<file path="config.mk">
export PLATFORM = sky130hd
export DESIGN_NAME = open_list_scheduler_flat
export DESIGN_NICKNAME = d
export VERILOG_FILES = /design/src/rtl/open_list_scheduler_if.sv /design/src/rtl/open_list_scheduler.sv /design/src/flat_wrapper.sv
export SDC_FILE = /design/constraint.sdc
export NUM_CORES = 2
export LEC_CHECK = 0
export BUFFER_PORTS_ARGS = -buffer_cell sky130_fd_sc_hd__buf_2
export CAP_MARGIN = 20
export CORE_MARGIN = 3
export CORE_UTILIZATION = 54
export CTS_CLUSTER_DIAMETER = 100
export CTS_CLUSTER_SIZE = 28
export DETAILED_ROUTE_END_ITERATION = 16
export PLACE_DENSITY = 0.7
export REMOVE_ABC_BUFFERS = 1
export SETUP_SLACK_MARGIN = 0.3
export SLEW_MARGIN = 20
export SYNTH_ARGS = -nofsm -noshare
export SYNTH_HDL_FRONTEND = slang
export SYNTH_SLANG_ARGS = --single-unit
</file>
<file path="constraint.sdc">
create_clock -name clk -period 50.3 [get_ports clk]
set_clock_uncertainty 0.05 [all_clocks]
set_input_delay 7.545 -clock clk [delete_from_list [all_inputs] [get_ports clk]]
set_output_delay 7.545 -clock clk [all_outputs]
set_load 0.02 [all_outputs]
</file>
<file path="src/rtl/open_list_scheduler_if.sv">
// Insert/pop handshake bundle of the A* open-list scheduler.
interface open_list_scheduler_if #(
   parameter int unsigned F_W    = 16,
   parameter int unsigned DATA_W = 32
);
   logic              flush;
   logic              in_valid;
   logic              in_ready;
   logic [F_W-1:0]    in_f;
   logic [DATA_W-1:0] in_data;
   logic              out_valid;
   logic              out_ready;
   logic [F_W-1:0]    out_f;
   logic [DATA_W-1:0] out_data;
   logic [4:0]        count;
   logic              empty;
   logic              full;

   modport slave (
      input  flush, in_valid, in_f, in_data, out_ready,
      output in_ready, out_valid, out_f, out_data, count, empty, full
   );

   modport master (
      output flush, in_valid, in_f, in_data, out_ready,
      input  in_ready, out_valid, out_f, out_data, count, empty, full
   );
endinterface

</file>
<file path="src/rtl/open_list_scheduler.sv">
// 16-entry A* open list: buffers inserted nodes and presents the minimum-f
// node through a registered strict-less-than scan (lowest index wins ties).
module open_list_scheduler #(
   parameter int unsigned F_W    = 16,
   parameter int unsigned DATA_W = 32
) (
   input  logic                  clk,
   input  logic                  rst,
   open_list_scheduler_if.slave  bus
);
   localparam int unsigned DEPTH = 16;
   localparam int unsigned IDX_W = 4;
   localparam int unsigned CNT_W = 5;

   typedef enum logic [1:0] {S_EMPTY, S_SETTLE, S_READY} state_t;

   state_t            state_q, state_d;
   logic [DEPTH-1:0]  valid_q;
   logic [F_W-1:0]    f_q    [DEPTH];
   logic [DATA_W-1:0] data_q [DEPTH];
   logic [CNT_W-1:0]  count_q, count_d;
   logic              full_q, empty_q;
   logic [IDX_W-1:0]  min_idx_q;
   logic [F_W-1:0]    min_f_q;
   logic [DATA_W-1:0] min_data_q;

   logic              in_ready_c, out_valid_c, ins, pop;
   logic [IDX_W-1:0]  free_idx;
   logic [DEPTH-1:0]  cand_vld;
   logic [F_W-1:0]    cand_f    [DEPTH];
   logic [DATA_W-1:0] cand_data [DEPTH];
   logic              scan_hit;
   logic [IDX_W-1:0]  scan_idx;
   logic [F_W-1:0]    scan_f;
   logic [DATA_W-1:0] scan_data;

   assign in_ready_c  = !full_q && !bus.flush;
   assign out_valid_c = (state_q == S_READY) && !bus.flush;
   assign ins         = bus.in_valid && in_ready_c;
   assign pop         = out_valid_c && bus.out_ready;

   assign bus.in_ready  = in_ready_c;
   assign bus.out_valid = out_valid_c;
   assign bus.out_f     = min_f_q;
   assign bus.out_data  = min_data_q;
   assign bus.count     = count_q;
   assign bus.empty     = empty_q;
   assign bus.full      = full_q;

   // Lowest free slot, taken from the slot state before any same-cycle pop.
   always_comb begin
      free_idx = '0;
      for (int i = int'(DEPTH) - 1; i >= 0; i--) begin
         if (!valid_q[i]) free_idx = IDX_W'(i);
      end
   end

   // Scan candidates include the node being inserted this cycle, so a scan
   // registered while an insert lands is never missing that node.
   always_comb begin
      for (int i = 0; i < int'(DEPTH); i++) begin
         cand_vld[i]  = valid_q[i];
         cand_f[i]    = f_q[i];
         cand_data[i] = data_q[i];
         if (ins && (free_idx == IDX_W'(i))) begin
            cand_vld[i]  = 1'b1;
            cand_f[i]    = bus.in_f;
            cand_data[i] = bus.in_data;
         end
      end
   end

   always_comb begin
      scan_hit  = 1'b0;
      scan_idx  = '0;
      scan_f    = '0;
      scan_data = '0;
      for (int i = 0; i < int'(DEPTH); i++) begin
         if (cand_vld[i] && (!scan_hit || (cand_f[i] < scan_f))) begin
            scan_hit  = 1'b1;
            scan_idx  = IDX_W'(i);
            scan_f    = cand_f[i];
            scan_data = cand_data[i];
         end
      end
   end

   always_comb begin
      state_d = state_q;
      count_d = count_q;
      if (bus.flush) begin
         state_d = S_EMPTY;
         count_d = '0;
      end else begin
         count_d = count_q + CNT_W'(ins) - CNT_W'(pop);
         case (state_q)
            S_EMPTY:  if (ins) state_d = S_SETTLE;
            S_SETTLE: state_d = (count_d != '0) ? S_READY : S_EMPTY;
            S_READY:  if (ins || pop) state_d = (count_d == '0) ? S_EMPTY : S_SETTLE;
            default:  state_d = S_EMPTY;
         endcase
      end
   end

   always_ff @(posedge clk or negedge rst) begin
      if (!rst) begin
         state_q <= S_EMPTY;
         count_q <= '0;
         full_q  <= 1'b0;
         empty_q <= 1'b1;
      end else begin
         state_q <= state_d;
         count_q <= count_d;
         full_q  <= (count_d == CNT_W'(DEPTH));
         empty_q <= (count_d == '0);
      end
   end

   // The insert never hits the popped slot: that slot is valid, the free one is not.
   always_ff @(posedge clk or negedge rst) begin
      if (!rst) begin
         valid_q <= '0;
      end else if (bus.flush) begin
         valid_q <= '0;
      end else begin
         if (pop) valid_q[min_idx_q] <= 1'b0;
         if (ins) valid_q[free_idx]  <= 1'b1;
      end
   end

   always_ff @(posedge clk) begin
      if (ins) begin
         f_q[free_idx]    <= bus.in_f;
         data_q[free_idx] <= bus.in_data;
      end
   end

   // Registered minimum; holds its value when nothing is valid.
   always_ff @(posedge clk or negedge rst) begin
      if (!rst) begin
         min_idx_q  <= '0;
         min_f_q    <= '0;
         min_data_q <= '0;
      end else if (scan_hit) begin
         min_idx_q  <= scan_idx;
         min_f_q    <= scan_f;
         min_data_q <= scan_data;
      end
   end
endmodule

</file>
<file path="src/flat_wrapper.sv">
// flat-port wrapper written by rule: the top's interface ports become plain ports
module open_list_scheduler_flat 
#(
   parameter int unsigned F_W    = 16,
   parameter int unsigned DATA_W = 32
)
  (clk, rst, bus_flush, bus_in_valid, bus_in_f, bus_in_data, bus_out_ready, bus_in_ready, bus_out_valid, bus_out_f, bus_out_data, bus_count, bus_empty, bus_full);
  open_list_scheduler_if #(.F_W(F_W), .DATA_W(DATA_W)) bus_i ();
  input  logic clk;
  input  logic rst;
  input wire logic [$bits(bus_i.flush)-1:0] bus_flush;
  input wire logic [$bits(bus_i.in_valid)-1:0] bus_in_valid;
  input wire logic [$bits(bus_i.in_f)-1:0] bus_in_f;
  input wire logic [$bits(bus_i.in_data)-1:0] bus_in_data;
  input wire logic [$bits(bus_i.out_ready)-1:0] bus_out_ready;
  output wire logic [$bits(bus_i.in_ready)-1:0] bus_in_ready;
  output wire logic [$bits(bus_i.out_valid)-1:0] bus_out_valid;
  output wire logic [$bits(bus_i.out_f)-1:0] bus_out_f;
  output wire logic [$bits(bus_i.out_data)-1:0] bus_out_data;
  output wire logic [$bits(bus_i.count)-1:0] bus_count;
  output wire logic [$bits(bus_i.empty)-1:0] bus_empty;
  output wire logic [$bits(bus_i.full)-1:0] bus_full;
  assign bus_i.flush = bus_flush;
  assign bus_i.in_valid = bus_in_valid;
  assign bus_i.in_f = bus_in_f;
  assign bus_i.in_data = bus_in_data;
  assign bus_i.out_ready = bus_out_ready;
  assign bus_in_ready = bus_i.in_ready;
  assign bus_out_valid = bus_i.out_valid;
  assign bus_out_f = bus_i.out_f;
  assign bus_out_data = bus_i.out_data;
  assign bus_count = bus_i.count;
  assign bus_empty = bus_i.empty;
  assign bus_full = bus_i.full;
  open_list_scheduler #(.F_W(F_W), .DATA_W(DATA_W)) u_core (.clk(clk), .rst(rst), .bus(bus_i));
endmodule
</file>
## Word level (Yosys, flattened, before mapping)

Memory sizes are Yosys's and may differ from the RTL's.
Index checks and enable logic that the tools add are counted.

| storage, ports and cells | value |
|---|---|
| flip-flop bits (word level) | 77 |
| memory bits (writable) | 768 |
| output and inout port bits | 57 |
| logic and storage cells | 274 |
| memories | 2 |

| cells by class | value |
|---|---|
| add/sub/neg operators | 2 |
| $lt $le $gt $ge | 19 |
| eq/ne operators | 20 |
| muxes and demuxes | 144 |
| bitwise logic cells | 3 |
| reduce and logical (&&, ||, !) cells | 76 |

Memories:

| memory | words | width | rd ports | clocked after Yosys merged registers in | wr ports | RTL line | source |
|---|---|---|---|---|---|---|---|
| u_core.data_q | 16 | 32 | 16 | 0 | 1 | open_list_scheduler.sv:20 | `logic [DATA_W-1:0] data_q [DEPTH];` |
| u_core.f_q | 16 | 16 | 16 | 0 | 1 | open_list_scheduler.sv:19 | `logic [F_W-1:0] f_q [DEPTH];` |

Operators with widths:

| operator | number |
|---|---|
| 32-bit two-way mux | 32 |
| 16-bit two-way mux | 36 |
| 16-bit < comparator | 15 |
| 4-bit two-way mux | 24 |
| 1-bit two-way mux | 38 |
| 1-bit logical AND | 37 |
| 4-bit == test (second input constant) | 8 |
| 1-bit zero test | 17 |
| 16-bit AND | 1 |
| 4-bit by 3-bit == test with 1-bit output (second input constant) | 4 |
| 1-bit logical OR | 16 |
| 16-bit inverter | 1 |
| 16-bit bitwise OR | 1 |
| 2-bit two-way mux | 6 |
| 3-bit two-way mux | 4 |
| 5-bit zero test | 2 |
| 4-bit by 5-bit < comparator with 1-bit output (second input constant) | 2 |
| 1-bit demux with 4-bit select | 2 |
| 4-bit by 2-bit == test with 1-bit output (second input constant) | 2 |
| 4-bit by 1-bit greater-or-equal comparator with 1-bit output (second input constant) | 2 |
| 2-bit one-hot mux with 3 select lines | 1 |
| 5-bit by 1-bit adder with 5-bit output | 1 |
| 5-bit == test (second input constant) | 1 |
| 5-bit two-way mux | 1 |
| 10 further kinds | 10 |

## Depth between registers and ports, before layout

| depth | value |
|---|---|
| depth in word-level cells | 80 |
| mapped depth | 239 |
| depth with buffers taken out | 215 |

## Worst setup path before layout

No wires, ideal clock.

| timing path | value |
|---|---|
| path type | input to register |
| start point | in bus_flush |
| end point | reg u_core.min_f_q[10] (netlist: u_core.bus.out_f[10]) |
| setup time | 0.087 ns |
| arrival time | 44.985 ns |
| setup slack | 5.178 ns |
| cell stages on the path | 220 |
| cell sequence | buf_2 > nor3b_4 > and2_1 > clkbuf_1 > nand2_1 > nor2_1 > clkbuf_1 > mux2i_1 > inv_1 > ha_1 > a21oi_1 > o21ai_0 > nor2_1 > o41ai_1 > a2bb2oi_4 > clkbuf_1 > o21ai_0 > ha_1 > (+184 left out) > clkbuf_1 > o21ai_0 > ha_1 > a21oi_1 > nor2b_1 > o21ai_0 > nand2b_1 > a21oi_1 > nor2b_1 > o21ai_0 > nand2b_1 > a21oi_1 > o31a_1 > nand2b_1 > a31oi_2 > buf_2 > or2_1 > o211ai_1 |

| between the ends | value |
|---|---|
| cells in the longest elaborated chain, start to end | 66 |
| elaborated cells on any way between the ends | 143 |
| those cells by class | order compare: 15; mux: 64; reduce/logical: 64 |

Ends and longest elaborated chain:

| what | RTL line | source |
|---|---|---|
| from (decl) | flat_wrapper.sv:11 | `input wire logic [$bits(bus_i.flush)-1:0] bus_flush;` |
| 1-bit zero test (*) | open_list_scheduler.sv:37 | `assign in_ready_c = !full_q && !bus.flush;` |
| 1-bit logical AND (*) | open_list_scheduler.sv:37 |  |
| 1-bit logical AND (*) | open_list_scheduler.sv:39 | `assign ins = bus.in_valid && in_ready_c;` |
| 1-bit logical AND | open_list_scheduler.sv:65 | `if (ins && (free_idx == IDX_W'(i))) begin` |
| 16-bit two-way mux / 1-bit two-way mux (equally long branches) | open_list_scheduler.sv:65 |  |
| 16-bit two-way mux / 1-bit two-way mux (equally long branches) | open_list_scheduler.sv:79 | `if (cand_vld[i] && (!scan_hit \|\| (cand_f[i] < scan_f))) begin` |
| 16-bit < comparator / 1-bit zero test (equally long branches) | open_list_scheduler.sv:79 |  |
| 1-bit logical OR | open_list_scheduler.sv:79 |  |
| (+50 left out) | - |  |
| 16-bit < comparator / 1-bit zero test (equally long branches) | open_list_scheduler.sv:79 |  |
| 1-bit logical OR | open_list_scheduler.sv:79 |  |
| 1-bit logical AND | open_list_scheduler.sv:79 |  |
| 16-bit two-way mux / 1-bit two-way mux (equally long branches) | open_list_scheduler.sv:79 |  |
| 16-bit < comparator / 1-bit zero test (equally long branches) | open_list_scheduler.sv:79 |  |
| 1-bit logical OR | open_list_scheduler.sv:79 |  |
| 1-bit logical AND | open_list_scheduler.sv:79 |  |
| 16-bit two-way mux / 1-bit two-way mux (equally long branches) | open_list_scheduler.sv:79 |  |
| to (signal assigned) | open_list_scheduler.sv:146 | `min_f_q <= scan_f;` |
| to (decl) | open_list_scheduler.sv:24 | `logic [F_W-1:0] min_f_q;` |

Mark *: on every way between the ends. The rest lies on a longest branch, timed or not.
A chain may end at the register's enable or synchronous reset.

## Worst setup path in the final report

| timing path | value |
|---|---|
| start point | in bus_flush |
| end point | reg u_core.min_f_q[2] (netlist: u_core.bus.out_f[2]) |

The elaborated chain is that of the path after synthesis.

==> impl_metrics.yaml <==
setup_path:
  path_buf_inv: 13
  critical_path.endpoint_type: "flop"
  rrSetupSlack_ns: 9.71
  cpMaxStageDelayCell: "o21ai_0"
  worstSetupPathType: "in -> reg"
  required_ns: 50.79
  cp-start-kind: "input port"
  cp_common_cell: "o21ai_0"
  reg2reg_depth: 204
  cp_top_family: "compound AO/OA/AOI/OAI gates"
  cp_max_fo: 41
  crit_path_max_incr_delay_ns: 0.53
  path_depth: 207
  crit_arrival_ns: 47.11
cts:
  ctsRootBufferMaster: "clkbuf_16"
  clk_pin_slew_ns: 0.10
  holdBufCountCts: 0
  worstSkewPairLatency_ns: 0.63
  clockBufferDepth: 3
  h-tree-depth: 2
  cts_sinks: 845
  cts_tree: "built"
  numCtsBuffers: 39
sta:
  fmax_ghz: 0.0214
  fin_crit_sh: 0.927
  hold_viol: 0
  tightest_slew_ns: 1.22
  max-slew-margin-rel: 0.179
  fin_crit_ns: 46.62
  setup_viol: 0
  layout_setup_ws_ns: 3.68
  final_max_slew_viol_count: 0
  rsz0062_at_grt: "no"
pwr:
  seq_power_share: 0.491
  power.leakage_nw: 17.9
  power.switching_w: 0.000528
  vdd.ir_drop.worst_mv: 0.0356
  pwr-share-clk: 0.241
  intPower_w: 0.00113
  p_sw_frac: 0.319
  comb_power_share: 0.267
  p_per_area_nw_per_um2: 33.2
finish:
  n_antenna_cell: 0
  fill_cells: 7092
  layout_commonest_cell: "edfxtp_1"
  layout_common_cells: "edfxtp_1, nand2_1, o21ai_0"
  num-nets-final: 4609
  utilization: 0.590
  area_growth_pct: 7.21
  drive_above_1_share: 0.116
die:
  die_h_um: 299
  std_cell_rows: 106
  dieArea_um2: 89500
  start_util: 0.550
  core_area_um2: 84400
  ios: 110
  die_w_um: 299
drt:
  dr.pass1.iters: 6
  viasPerCell: 6.33
  drc_errors: 0
  wl_per_cell_um: 23.6
  via_count: 34800
  drt_wl_total_um: 130000
  first_iter_violations: 4077
  ant_nets: 0
run_status:
  status: "complete, no violations"
run:
  drv_cap: 0
min_path:
  hold_path_class: "reg -> reg"
  min_path_cells: 2
grt:
  grt_pass1_vias: 32800
  grt_overflow: 0
  grt.total_usage: 0.278
  grt_max_degree: 89
  antenna_found_initial: 6
  grt_pass1_wl_um: 197000
placed_design:
  place_hpwl_um: 83600
  pre_cts_ws_ns: 0.394
  port_buffers: 109
  place.gp.congestion: 0.956
logic_synthesis:
  synth_cells: 4364
  synth_seq_area_share: 0.538
  ys_seq_elements: 845
  yosysWarnings: 0
  synthArstFlopShare: 0.0911
  synth_top_flop_cell: "edfxtp_1"
  avgSynthCellArea_um2: 10.6
  synth.cell_area_um2: 46400
  synth_edf_count: 768
  yosysUniqueCellTypes: 108
## worst register-to-register path, delay by kind of cell, from the launching register on
family / cells / cell delay, ns
and+or+nand+nor: 62 / 9.39
AOI/OAI and AO/OA: 116 / 23.21
DFF: 1 / 0.58
adders and majority gates: 15 / 4.48
muxes: 2 / 0.52
buffers and inverters: 9 / 2.26
## sequential cells by signal, indices dropped and copies added (netlist names), 2 cells and up
register / count
u_core.bus.out_data: 32
u_core.data_q: 512
u_core.valid_q: 16
u_core.bus.count: 5
u_core.state_q: 2
u_core.bus.out_f: 16
u_core.min_idx_q: 4
u_core.f_q: 256
## power groups by stage
stage	clock network [W]	logic (W)	registers, W
floorplan	0	0.000256	0.000851
global placement	0	0.000425	0.000828
detailed placement	0	0.000430	0.000827
CTS	0.000406	0.000433	0.000812
global route	0.000429	0.000491	0.000816
finish	0.000399	0.000442	0.000813
## stage by stage
stage	total power, W	instance area, um2	instances	setup TNS, ns	hold slack, ns
final	0.00165	49800	5498	0	0.454
after global routing	0.00174	49800	5498	0	0.477
after CTS	0.00165	49300	5468	0	0.455
after detailed placement	0.00126	48000	5397	0	0.433
after global placement	0.00125	48000	5397	0	0.428
after floorplan	0.00111	45300	4076	-720.79	0.395
## final cells by class
| class | instances | area (um2) | share of cell area |
|---|---|---|---|
| flip-flops and latches | 845 | 25000 | 0.502 |
| repair buffers | 208 | 1360 | 0.0274 |
| clock buffers | 56 | 1040 | 0.0209 |
| clock inverters | 15 | 223 | 0.00448 |
| inverters | 106 | 410 | 0.00825 |
| multi-input cells | 3134 | 20300 | 0.408 |
| well taps | 1134 | 1420 | 0.0285 |
## synthesized netlist by cell type, types with 8 or more instances
cell type	count	area, um2
or2_1	42	263
mux2i_1	138	1380
a31oi_1	47	294
buf_2	36	180
edfxtp_1	768	23100
o21a_1	36	270
o31ai_1	35	263
nor4_1	14	87.6
clkbuf_1	237	890
dfrtp_1	76	1900
o311ai_0	64	561
nand3_1	51	255
a31o_2	13	114
ha_1	221	2770
o21ai_1	41	205
o21ai_0	344	1720
a21oi_1	258	1290
a211oi_1	14	105
buf_1	13	48.8
nand2b_1	23	144
a22o_1	33	289
or2_2	12	75.1
nand4_1	53	332
a211o_1	8	70.1
nand2_1	741	2780
a21o_1	77	578
and3_1	20	125
nor2b_1	36	225
nor3_1	25	125
o221ai_1	39	342
inv_1	101	379
nor2_1	303	1140
o211ai_1	127	953
or3_1	47	294
mux2_2	124	1400
## cells by family (layout without fill, tap and decap cells)
logic type      count (synthesis)  in the layout  synth area share
mux                           264            264            0.0604
compound gates               1229           1236             0.174
simple gates                 1406           1408             0.134
fa+ha+maj                     222            222            0.0600
flops                         845            845             0.538
buf+inv                       394            385            0.0330
xor+xnor                        4              4          0.000755
## path summary, 6_finish.rpt
check                                      from                 endpoint
setup / recovery                      bus_flush      u_core.bus.out_f[2]
hold / removal             u_core.bus.out_f[10]     u_core.bus.out_f[10]
setup reg to reg             u_core.valid_q[14]      u_core.bus.out_f[2]
hold reg to reg            u_core.bus.out_f[10]     u_core.bus.out_f[10]
max in group asynchronous                   rst  u_core.bus.out_data[20]
min in group asynchronous                   rst      u_core.bus.out_f[2]
## metal layers
layer / up-vias / wire (um) / global-route usage / part of all wire
met2: 1313 / 59400 / 0.446 / 0.46
met1: 17000 / 57300 / 0.406 / 0.44
li1: 16300 / - / - / -
met5: - / 27 / 0 / 0.00021
met4: 4 / 3370 / 0.0736 / 0.026
met3: 189 / 9370 / 0.0322 / 0.072
## repair_timing
action                                 4_1_cts  5_1_grt
setup buffers                                0       20
gates resized for setup                      0       39
endpoints found under the hold margin        0        0
setup endpoints to repair                    0       52
(Power assumes the default switching activity.)
